<file path="src/rtl/mac_result_reader.sv">
// mac_result_reader: buffers ACC_W-bit MAC results in a small FIFO and
// streams each one off-chip least-significant byte first over an 8-bit
// valid/ready byte port.
// Optional feature: define MAC_RES_PARITY_EN to append one XOR parity byte
// to every frame (byte_last then marks the parity byte).
module mac_result_reader #(
  parameter int ACC_W = 21,
  parameter int DEPTH = 2
) (
  input  logic             clk,
  input  logic             rst_n,
  input  logic             ena,
  input  logic             res_valid,
  input  logic [ACC_W-1:0] res_data,
  output logic             res_ready,
  output logic [7:0]       byte_out,
  output logic             byte_valid,
  input  logic             byte_ready,
  output logic             byte_last,
  output logic             busy
);

  localparam int NBYTES = (ACC_W + 7) / 8;
`ifdef MAC_RES_PARITY_EN
  localparam int FRAME  = NBYTES + 1;
`else
  localparam int FRAME  = NBYTES;
`endif
  localparam int FW     = FRAME * 8;
  localparam int PTR_W  = $clog2(DEPTH);
  localparam int CNT_W  = $clog2(DEPTH + 1);
  localparam int IDX_W  = (FRAME > 1) ? $clog2(FRAME) : 1;

  typedef enum logic {
    IDLE,
    SEND
  } state_t;

  state_t              state_q;
  state_t              state_d;
  logic [ACC_W-1:0]    mem [DEPTH];
  logic [PTR_W-1:0]    wr_ptr;
  logic [PTR_W-1:0]    rd_ptr;
  logic [PTR_W-1:0]    rd_ptr_nxt;
  logic [CNT_W-1:0]    count;
  logic [IDX_W-1:0]    idx;
  logic [FW-1:0]       shreg;
  logic                full;
  logic                push;
  logic                xfer;
  logic                last_xfer;
  logic                more;
  logic                load;
  logic [ACC_W-1:0]    load_data;
  logic [NBYTES*8-1:0] padded;
  logic [FW-1:0]       frame;
`ifdef MAC_RES_PARITY_EN
  logic [7:0]          parity;
`endif

  // Handshake qualifiers and output decode; a full FIFO refuses a result even
  // when the head is popped in the same cycle.
  always_comb begin
    full       = (count == CNT_W'(DEPTH));
    res_ready  = ena & rst_n & ~full;
    push       = res_valid & res_ready;
    byte_valid = (state_q == SEND);
    byte_last  = byte_valid & (idx == IDX_W'(FRAME - 1));
    byte_out   = shreg[7:0];
    busy       = (count != '0) | byte_valid;
    xfer       = ena & byte_valid & byte_ready;
    last_xfer  = xfer & byte_last;
    rd_ptr_nxt = rd_ptr + PTR_W'(1);
    more       = (count > CNT_W'(1)) | push;
  end

  // Next state and frame-load decision; a result pushed during the last-byte
  // pop is forwarded straight from res_data since it is not yet in memory.
  always_comb begin
    state_d   = state_q;
    load      = 1'b0;
    load_data = mem[rd_ptr];
    if (ena) begin
      case (state_q)
        IDLE: begin
          if (count != '0) begin
            state_d = SEND;
            load    = 1'b1;
          end
        end
        SEND: begin
          if (last_xfer) begin
            if (more) begin
              load      = 1'b1;
              load_data = (count > CNT_W'(1)) ? mem[rd_ptr_nxt] : res_data;
            end else begin
              state_d = IDLE;
            end
          end
        end
        default: state_d = IDLE;
      endcase
    end
  end

  // Build the outgoing frame: zero-padded data bytes, plus parity if enabled.
  always_comb begin
    padded              = '0;
    padded[ACC_W-1:0]   = load_data;
`ifdef MAC_RES_PARITY_EN
    parity = 8'h00;
    for (int k = 0; k < NBYTES; k++) begin
      parity = parity ^ padded[8*k +: 8];
    end
    frame = {parity, padded};
`else
    frame = padded;
`endif
  end

  // FSM state register.
  always_ff @(posedge clk) begin
    if (!rst_n) begin
      state_q <= IDLE;
    end else begin
      state_q <= state_d;
    end
  end

  // FIFO storage; contents need no reset since the pointers define validity.
  always_ff @(posedge clk) begin
    if (push) begin
      mem[wr_ptr] <= res_data;
    end
  end

  // FIFO pointers and occupancy; the head is popped on its last byte transfer.
  always_ff @(posedge clk) begin
    if (!rst_n) begin
      wr_ptr <= '0;
      rd_ptr <= '0;
      count  <= '0;
    end else begin
      if (push) begin
        wr_ptr <= wr_ptr + PTR_W'(1);
      end
      if (last_xfer) begin
        rd_ptr <= rd_ptr_nxt;
      end
      count <= count + CNT_W'(push) - CNT_W'(last_xfer);
    end
  end

  // Byte serialiser: load a frame, then shift one byte per accepted transfer.
  always_ff @(posedge clk) begin
    if (!rst_n) begin
      shreg <= '0;
      idx   <= '0;
    end else if (load) begin
      shreg <= frame;
      idx   <= '0;
    end else if (xfer) begin
      if (byte_last) begin
        idx <= '0;
      end else begin
        idx   <= idx + IDX_W'(1);
        shreg <= shreg >> 8;
      end
    end
  end

endmodule
</file>
<file path="config.mk">
export PLATFORM = sky130hd
export DESIGN_NAME = mac_result_reader
export DESIGN_NICKNAME = d
export VERILOG_FILES = /design/src/rtl/mac_result_reader.sv
export SDC_FILE = /design/constraint.sdc
export NUM_CORES = 1
export LEC_CHECK = 0
export CORE_UTILIZATION = 41
export CTS_BUF_LIST = sky130_fd_sc_hd__clkbuf_8
export CTS_CLUSTER_DIAMETER = 200
export DETAILED_ROUTE_END_ITERATION = 10
export PLACE_DENSITY = 0.65
export SYNTH_ARGS = -nofsm -noshare
export SYNTH_HDL_FRONTEND = slang
export SYNTH_SLANG_ARGS = --single-unit
</file>
<file path="constraint.sdc">
create_clock -name clk -period 2.3 [get_ports clk]
set_input_delay 0.69 -clock clk [delete_from_list [all_inputs] [get_ports clk]]
set_output_delay 0.69 -clock clk [all_outputs]
set_load 0.02 [all_outputs]
</file>
# [Word-level counts from Yosys, hierarchy flattened]
# Memories as Yosys holds them, arrays and structs flattened. A register that Yosys moved wholly into a read port is not among the register bits.
# Cells that the tools add are included.
[word_totals] mem_count=1 register_bits=28 word_cells=52 output_inout_bits=12 ram_bits=42
[memory_table] name="mem" words=2 width=21 read_ports=2 rd_ports_with_merged_regs=1 write_ports=1 line="41" text="logic [ACC_W-1:0] mem [DEPTH];"
[classes] n_reduce_logical=4 eq_ne=3 n_lt_le_gt_ge=1 n_addsub=5 muxes=20 n_bitwise=12
[op_table] cell="21-bit 2-to-1 mux" n=8
[op_table] cell="1-bit 2-to-1 mux" n=9
[op_table] cell="1-bit AND" n=7
[op_table] cell="2-bit == test (second input constant)" n=2
[op_table] cell="1-bit case mux with 2 select lines" n=2
[op_table] cell="2-bit nonzero test" n=2
[op_table] cell="1-bit NOT" n=3
[op_table] cell="1-bit adder (second input constant)" n=2
[op_table] cell="2-bit by 1-bit adder with 2-bit output" n=1
[op_table] cell="2-bit by 1-bit adder with 2-bit output (second input constant)" n=1
[op_table] cell="2-bit by 1-bit > comparator with 1-bit output (second input constant)" n=1
[op_table] cell="2-bit 2-to-1 mux" n=1
[op_table] cell="2-bit by 1-bit inequality test with 1-bit output (second input constant)" n=1
[op_table] cell="1-bit OR" n=2
[op_table] cell="2-bit AND reduction" n=1
[op_table] cell="2-bit OR reduction" n=1
[op_table] cell="2-bit by 1-bit subtractor with 2-bit output" n=1

# [Longest topological paths before layout]
# Gate-level depths: netlist of the first run.
[logic_depth] ltp_word=11 depth_mapped=10

# [Worst setup path after synthesis of the first run]
# No wires, ideal clock.
[synth_timing] path_kind="in2reg" startpoint="in rst_n" endpoint="mem mem[0][0], enable pin" required_time_ps=1901 setup_slack_ps=60 setup_ps=399 path_buffers=0 t_arrival_ps=1841 stages=2 cell_sequence="o2111ai_1 -> nor2_1"
[synth_between] elab_chain_len=5
[synth_rtl] element="start: declaration" line="11" text="input logic rst_n,"
[synth_rtl] element="1-bit AND (2 in series)" line="65" text="res_ready = ena & rst_n & ~full;"
[synth_rtl] element="1-bit AND" line="66" text="push = res_valid & res_ready;"
[synth_rtl] element="1-bit 2-to-1 mux" line="132" text="if (push) begin"
[synth_rtl] element="1-bit 2-to-1 mux (not written as such)" line="133" text="mem[wr_ptr] <= res_data;"
[synth_rtl] element="end: declaration" line="41"
# No other way between the ends.

# [Final worst setup path of the first run]
[layout_timing] startpoint="reg count[1]" endpoint="out busy"
[layout_between] elab_chain_len=2
[layout_rtl] element="start: declaration" line="45" text="logic [CNT_W-1:0] count;"
[layout_rtl] element="start signal: assignment" line="150" text="count <= count + CNT_W'(push) - CNT_W'(last_xfer);"
[layout_rtl] element="2-bit nonzero test" line="70" text="busy = (count != '0) | byte_valid;"
[layout_rtl] element="1-bit OR" line="70"
[layout_rtl] element="end: declaration" line="20" text="output logic busy"
# No other way between the ends.

==> reports/results.md, run 1 <==
### Synthesis
* complex-gate fraction of the synthesized area: 0.160
* Yosys top cell by area: sky130_fd_sc_hd__edfxtp_1
* synthesized area: 0.00350 mm2
* number of synthesized flops with an enable pin: 42
* simple logic cell fraction of the synthesized area: 0.108
* count of cell types in the netlist: 33
* syn avg cell area: 11.2 um2
* adder-cell share of the synthesized area: 0.00715
* share of synthesized area occupied by flip-flops and latches: 0.526
* total nets after synthesis: 342
* share of flip-flops with an asynchronous set or reset: 0
* Yosys warning total: 0
* dominant combinational cell family by area after synthesis: compound AO/OA/AOI/OAI gates
* Top FF cell, synth: sky130_fd_sc_hd__edfxtp_1
* post-synth top area share: 0.360
* multiplexer share of the synthesized area: 0.125
* most numerous cell types in the synthesized netlist: sky130_fd_sc_hd__edfxtp_1 (42), sky130_fd_sc_hd__dfxtp_1 (29), sky130_fd_sc_hd__mux2i_1 (29), sky130_fd_sc_hd__nand2_1 (29), sky130_fd_sc_hd__nor2_1 (24)
* XOR/XNOR share of the synthesized area: 0.0100
* Mapped Cells: 314
* dominant cell by count in the synthesized netlist: sky130_fd_sc_hd__edfxtp_1
* FF+latch count, synth: 71
* top area cells in the synthesized netlist: sky130_fd_sc_hd__edfxtp_1 (36%), sky130_fd_sc_hd__dfxtp_1 (17%), sky130_fd_sc_hd__mux2i_1 (8.3%)

### Flow run
* max-capacitance violation count: 0

### Route
* wire length reported by the detailed router: 7890 um
* vias per std cell: 5.48
* number of design-rule violations left by the first detailed-router iteration: 184
* count of vias placed by the detailed router: 2555
* detailed-route wire length per cell: 16.9 um
* Routed Antenna Nets: 0
* drc violations: 0
* number of iterations in the first detailed-routing pass: 4

### STA
* slew at the pin closest to its max-slew limit: 0.443 ns
* final critical-path share of the clock period: 0.911
* setup repair after global routing missed its margin: false
* setup violators final: 0
* number of failing hold endpoints at the final stage: 0
* time the worst path needs with I/O delays and setup: 2.10 ns
* max-slew violation count: 0
* worst slew margin relative to its limit: 0.705
* timing-limited maximum frequency: 0.477 GHz
* Max Clock Skew: 0.00820 ns

### Place
* Buffers on Ports: 37
* placement-stage cell area: 0.00402 mm2
* half-perimeter wire length after detailed placement: 5290 um
* count of placed standard cells including taps: 450
* routability-driven placement congestion ratio: 0.780

### Floorplanning
* Row Count: 33
* x dimension of the die: 94.4 um
* height of the chip: 94.4 um
* count of boundary I/O pins: 38
* total die area: 0.00892 mm2
* standard cell core area: 0.00826 mm2
* effective utilization at floorplan: 0.424

### Critical path
* launching element type of the critical path: register
* slowest stage cell on the critical path: sky130_fd_sc_hd__dfxtp_1
* worst reg2reg path depth: 9
* Arrival @ worst endpoint: 1.41 ns
* critical-path cell list: inv_1 > nand3_1 > dlygate4sd2_1
* Critical R2R Capture: count[1]
* type of the setup path with the least slack: register to output port
* CP top delay family: buffers and inverters
* sort of element at the end of the critical path: output port
* critical path's largest stage delay: 0.39 ns
* Buf/Inv on CP: 2
* launch point of the worst reg-to-reg path: idx[0]
* R2R setup slack: 0.48 ns
* data required time of the critical path: 1.61 ns
* largest driver fanout on the critical path: 4

### GRT
* maximum number of pins on one net before global-route repair: 25
* Overall Global Routing Usage: 0.188
* GRT Residual Overflow: 0
* initial antenna violation count: 0
* first-pass GRT wire length: 12600 um
* number of global-route vias before repair: 2529

### Hold path
* Hold Crit Depth: 1
* worst min-delay path category: register to register
* Hold Crit Endpoint: shreg[20]
* beginning of the worst hold path: shreg[20]

### Layout
* layout filler cell count: 737
* Final #Nets: 384
* area growth from synthesis to layout: 21.5%
* fin area: 0.00426 mm2
* count of placed standard cells in the final layout, fillers left out: 466
* # diodes: 0
* layout cell share with drive strength beyond 1: 0.183

### CTS
* CTS sink count: 71
* TritonCTS buffer count: 9
* number of H-tree levels: 3
* clock-pin slew on the worst setup and hold paths: 0.07 ns
* deepest clock path buffer count: 2
* CTS root buffer: sky130_fd_sc_hd__clkbuf_8
* TritonCTS clock tree: done
* clock network latency to the later pin of the worst-skew pair: 0.35 ns

### Power
* Peak supply drop: 461 uV
* power consumption: 0.00275 W
* static leakage power: 1.51 nW
* Cell Pwr Density: 645 mW/mm2

### Outcome
* run status: finished, final reports clean

## worst register-to-register path: cells and delay by family (launching register included)
kind | cells | cell delay, ns
xor+xnor | 2 | 0.27
fa+ha+maj | 2 | 0.42
buf+inv | 2 | 0.25
flops | 1 | 0.34
simple gates | 3 | 0.44
## cell usage in the layout (no fill, tap or decap), drive strengths merged
cell           Yosys  layout
clkinv             0       3
inv                7       8
o2bb2ai            8       8
a21oi             19      19
ha                 2       2
bufinv             0       2
dfxtp             29      29
dlygate4sd2        0       1
a221oi            14      14
nand2b             2       2
mux2              13      13
clkdlybuf4s50      0      31
nand3              5       5
nor3               3       3
mux2i             29      29
a211oi             1       1
nor2              24      24
o211ai            13      13
a31oi              1       1
dlymetal6s2s       0       4
xnor2              4       4
clkbuf             6      10
a311oi            13      13
edfxtp            42      42
and2               2       2
nor3b              1       1
nor2b              1       1
and3              15      15
o2111ai            1       1
a31o               1       1
nand2             29      29
buf               27      28
o21ai              1       1
o311ai             1       1
## power by group
group / leakage, nW / internal, W / switching [W]
sequential: 0.617 / 0.00138 / 0.0000211
combinational: 0.775 / 0.000121 / 0.000121
clock: 0.114 / 0.000636 / 0.000464
## cell families after synthesis
logic type | after synthesis
xor gates and xnor gates | 4
and+or+nand+nor | 82
muxes | 42
buffers and inverters | 40
adders and majority gates | 2
DFF | 71
AOI/OAI and AO/OA | 73
## area by class of cell
| cell class | instances | area [um2] | share of cell area |
|---|---|---|---|
| clock buffers | 10 | 138 | 0.0323 |
| clock inverters | 6 | 82.6 | 0.0194 |
| inverters | 7 | 26.3 | 0.00617 |
| multi-input cells | 203 | 1440 | 0.339 |
| flip-flops and latches | 71 | 1840 | 0.433 |
| well taps | 105 | 131 | 0.0309 |
| repair buffers | 64 | 592 | 0.139 |
## repair_timing
action | in CTS | in global routing
cloned | 0 | 0
hold buffers | 0 | 0
pin swaps | 0 | 1
setup endpoints to repair | 2 | 3
setup buffers | 0 | 0
gates resized for setup | 8 | 6
## metrics by stage
step                       util  worst slack (ns)  setup TNS (ns)  hold WS [ns]
after floorplan               -            0.0603               0         0.424
after global placement    0.487            -0.518           -2.78         0.443
after detailed placement  0.487            -0.559           -4.37         0.446
after CTS                 0.514           -0.0387         -0.0387         0.466
after global routing      0.515             0.131               0         0.480
final                     0.515             0.204               0         0.466
## registers in the layout, indices dropped and copies added, names as in the netlist, named ones only
register and count:
rd_ptr 1, idx 2, wr_ptr 1, byte_valid 1
count 2, shreg 21, mem 42
## layer usage
layer / track usage / wire [um]
met1: 0.239 / 3650
met5: 0 / 0
met4: 0.0487 / 81
met2: 0.318 / 3720
met3: 0.0499 / 445
## worst max-delay path by stage
| stage | slack, ns | cells past startpoint | start | to |
|---|---|---|---|---|
| finish | 0.20 | 3 | count[1] | busy |
| detailed placement | -0.56 | 4 | rst_n | res_ready |
| CTS | -0.04 | 4 | rst_n | res_ready |
| floorplan | 0.06 | 2 | rst_n | mem[0][0] |
| global placement | -0.52 | 4 | ena | res_ready |
| global route | 0.13 | 3 | count[1] | busy |
(Power assumes the default switching activity.)
==> inputs of run 2 (changes only) <==
--- a/config.mk
+++ b/config.mk
@@ -7,7 +7,6 @@
 export LEC_CHECK = 0
 export CORE_UTILIZATION = 41
 export CTS_BUF_LIST = sky130_fd_sc_hd__clkbuf_8
-export CTS_CLUSTER_DIAMETER = 200
 export DETAILED_ROUTE_END_ITERATION = 10
 export PLACE_DENSITY = 0.65
 export SYNTH_ARGS = -nofsm -noshare
==> results of run 2 <==
No change in the layout: final DEF, timing and power equal those of run 1.
==> patch (config.mk and constraints of run 2) <==
Build with the macro `MAC_RES_PARITY_EN` defined.
--- a/src/rtl/mac_result_reader.sv
+++ b/src/rtl/mac_result_reader.sv
@@ -5,2 +5,4 @@
 // to every frame (byte_last then marks the parity byte).
+`define MAC_RES_PARITY_EN
+
 module mac_result_reader #(
Check against the original RTL: not equivalent (Yosys sat finds a counterexample within 10 cycles, from zero or initial values and one cycle with rst_n low).
==> patch against run 2 <==
- cell area up 32%
- via count rose by 33%
- total power grew 17%
- area after synthesis grew 28%
- critical path depth rose by 7
- sequential cell count is 11 higher
- routed wire length grew 34%
- setup slack worse by 170 ps
- global-route usage rose by 0.47 points
- critical path type is now in2reg
- critical endpoint is now shreg[30]$_SDFFE_PN0P_
==> patch: results (changes against run 2) <==
Parameter                              Value

Power and ir drop
  Worst IR drop on VDD ... 0.400 mV (-13%)
  P_sw ... 720 uW (+19%)
  Reported leakage power ... 0.00190 uW (+26%)

Synthesis
  Top cells by area, synth ... edfxtp_1 (28%), dfxtp_1 (18%), mux2i_1 (7.6%)
  Count of different cell masters after synthesis ... 63 (+91%)
  Top cells by count, synth ... edfxtp_1 (42), dfxtp_1 (40), nand2_1 (37), mux2i_1 (34), a21oi_1 (21)
  Net count after synthesis ... 429 (+25%)
  Share of synthesized area occupied by flip-flops and latches ... 46.1% (-6.5 points)
  Syn Inst Count ... 400 (+27%)

Setup path
  Critical R2R Capture ... shreg[25]$_SDFFE_PN0P_
  Highest net fanout along the worst path ... 8 (+4)
  Cell at the slowest stage of the critical path ... clkdlybuf4s50_1
  Reg-to-reg setup timing slack ... 240 ps (-240 ps)
  Arrival @ worst endpoint ... 2510 ps (+1100 ps)
  R2R Path Start ... rd_ptr$_SDFFE_PN0N_
  Critical Path Max Stage Delay ... 500 ps (+110 ps)
  Worst reg2reg path depth ... 6 (-3)
  Top delay family on crit path ... buffers and inverters

Outcome
  Outcome ... finished clean

Place
  Number of cells after detailed placement ... 586 (+30%)
  Area after detailed placement ... 5240 um2 (+30%)
  Detailed Place HPWL ... 7590 um (+43%)
  Setup slack at placement ... -357 ps (+202 ps)
  Final weighted congestion in routability-driven placement ... 0.865 (+11%)

GRT
  Initial antenna violation count ... 0 (unchanged)
  Global-route wire length before repair ... 17000 um (+35%)
  Largest net degree at the start of global routing ... 28 (+12%)
  Number of global-route vias before repair ... 3331 (+32%)
  All-layer global routing usage ... 19.3% (+0.47 points)

Routing
  Iter 0 DRT Violations ... 183 (-0.54%)
  DR vias ... 3409 (+33%)
  First-pass DRT Iterations ... 4 (unchanged)
  Post-Route WL ... 10600 um (+34%)

CTS
  Worst-path clk slew ... 90 ps (+20 ps)
  Clock Path Buffers ... 2 (unchanged)

Finish
  Largest registers ... mem: 42 flops, shreg: 32 flops
  Proportion of layout cells with a drive suffix above 1 ... 23.9% (+5.7 points)
  Post-layout net count ... 496 (+29%)
  Antenna diodes ... 0 (unchanged)
  Non-filler instance count after layout ... 608 (+30%)

Worst hold path
  Hold Crit Endpoint ... shreg[10]$_SDFFE_PN0P_
  Hold Startpoint ... shreg[18]$_SDFFE_PN0P_
  Hold Path Depth ... 2 (+1)

Timing
  Relative slew slack ... 61.9% (-8.5 points)
  Worst hold margin ... 457 ps (-8.40 ps)
  Final Skew ... 13.6 ps (+5.40 ps)
-- patch: changes by cell type after synthesis, moves of 9 or more --
cell | before | now
nor2_1 | 24 | 15
o22ai_1 | 0 | 9
and3_1 | 14 | 1
a221oi_1 | 13 | 3
o2111ai_1 | 1 | 11
dfxtp_1 | 29 | 40
a32oi_1 | 0 | 9
xor2_1 | 0 | 10
-- patch: area by class of cell --
cell class,instances,area (um2)
fill,930,4860
sequential,82,2060
clock inverter,6,106
tap,136,170
timing repair buffer,94,907
inverter,4,22.5
clock buffer,10,138
multi-input combinational,276,2200
-- patch: power by group through the flow --
| stage | combinational [uW] | sequential [uW] | clock, uW |
|---|---|---|---|
| after floorplan | 189 | 1630 | 0 |
| final | 338 | 1600 | 1260 |
| after detailed placement | 326 | 1630 | 0 |
| after CTS | 326 | 1600 | 1290 |
| after global placement | 319 | 1630 | 0 |
| after global routing | 363 | 1600 | 1350 |
-- patch: worst max-delay path by stage --
| stage | startpoint | end | slack [ps] | depth (start not counted) |
|---|---|---|---|---|
| after floorplan | ena | mem[0][0]$_DFFE_PP_ | 90 | 4 |
| after global placement | rst_n | res_ready | -350 | 3 |
| after detailed placement | ena | shreg[27]$_SDFFE_PN0P_ | -360 | 9 |
| after CTS | ena | shreg[27]$_SDFFE_PN0P_ | 30 | 9 |
| after global routing | ena | shreg[30]$_SDFFE_PN0P_ | -20 | 10 |
| final | ena | shreg[30]$_SDFFE_PN0P_ | 30 | 10 |
-- patch: cell families (layout without fill, tap and decap cells) --
group / count (synthesis) / in the layout / synth area share (%)
AO/OA/AOI/OAI: 109 / 109 / 19.3
AND/OR/NAND/NOR: 92 / 92 / 10.8
flip-flops: 82 / 82 / 46.1
multiplexers: 52 / 52 / 12.5
buffers and inverters: 42 / 114 / 6.52
XOR/XNOR: 20 / 20 / 3.92
adder cells (fa/ha/maj): 3 / 3 / 0.839
-- patch: per-layer routing --
layer	GRT usage [%]	wire, um
met2	28.7	4720
met4	7.05	178
met3	3.43	418
met5	0	0
met1	28.0	5290
-- patch: per-stage QoR --
step                      power [uW]  setup TNS [ps]
final                           3200               0
after global routing            3320           -30.5
after CTS                       3210               0
after detailed placement        1960           -9270
after global placement          1950           -8150
after floorplan                 1820               0
-- patch: repair_timing --
| action | in CTS | in global routing |
|---|---|---|
| gates resized for setup | 7 | 18 |
| buffers inserted | 0 | 6 |
| hold buffers | 0 | 0 |
| setup endpoints to repair | 4 | 14 |
| pin swaps | 0 | 2 |
-- patch: worst min-delay path, stage by stage (launching register included) --
cell and delay (ps):
dfxtp_1 320, nand2_1 50, a21oi_1 50
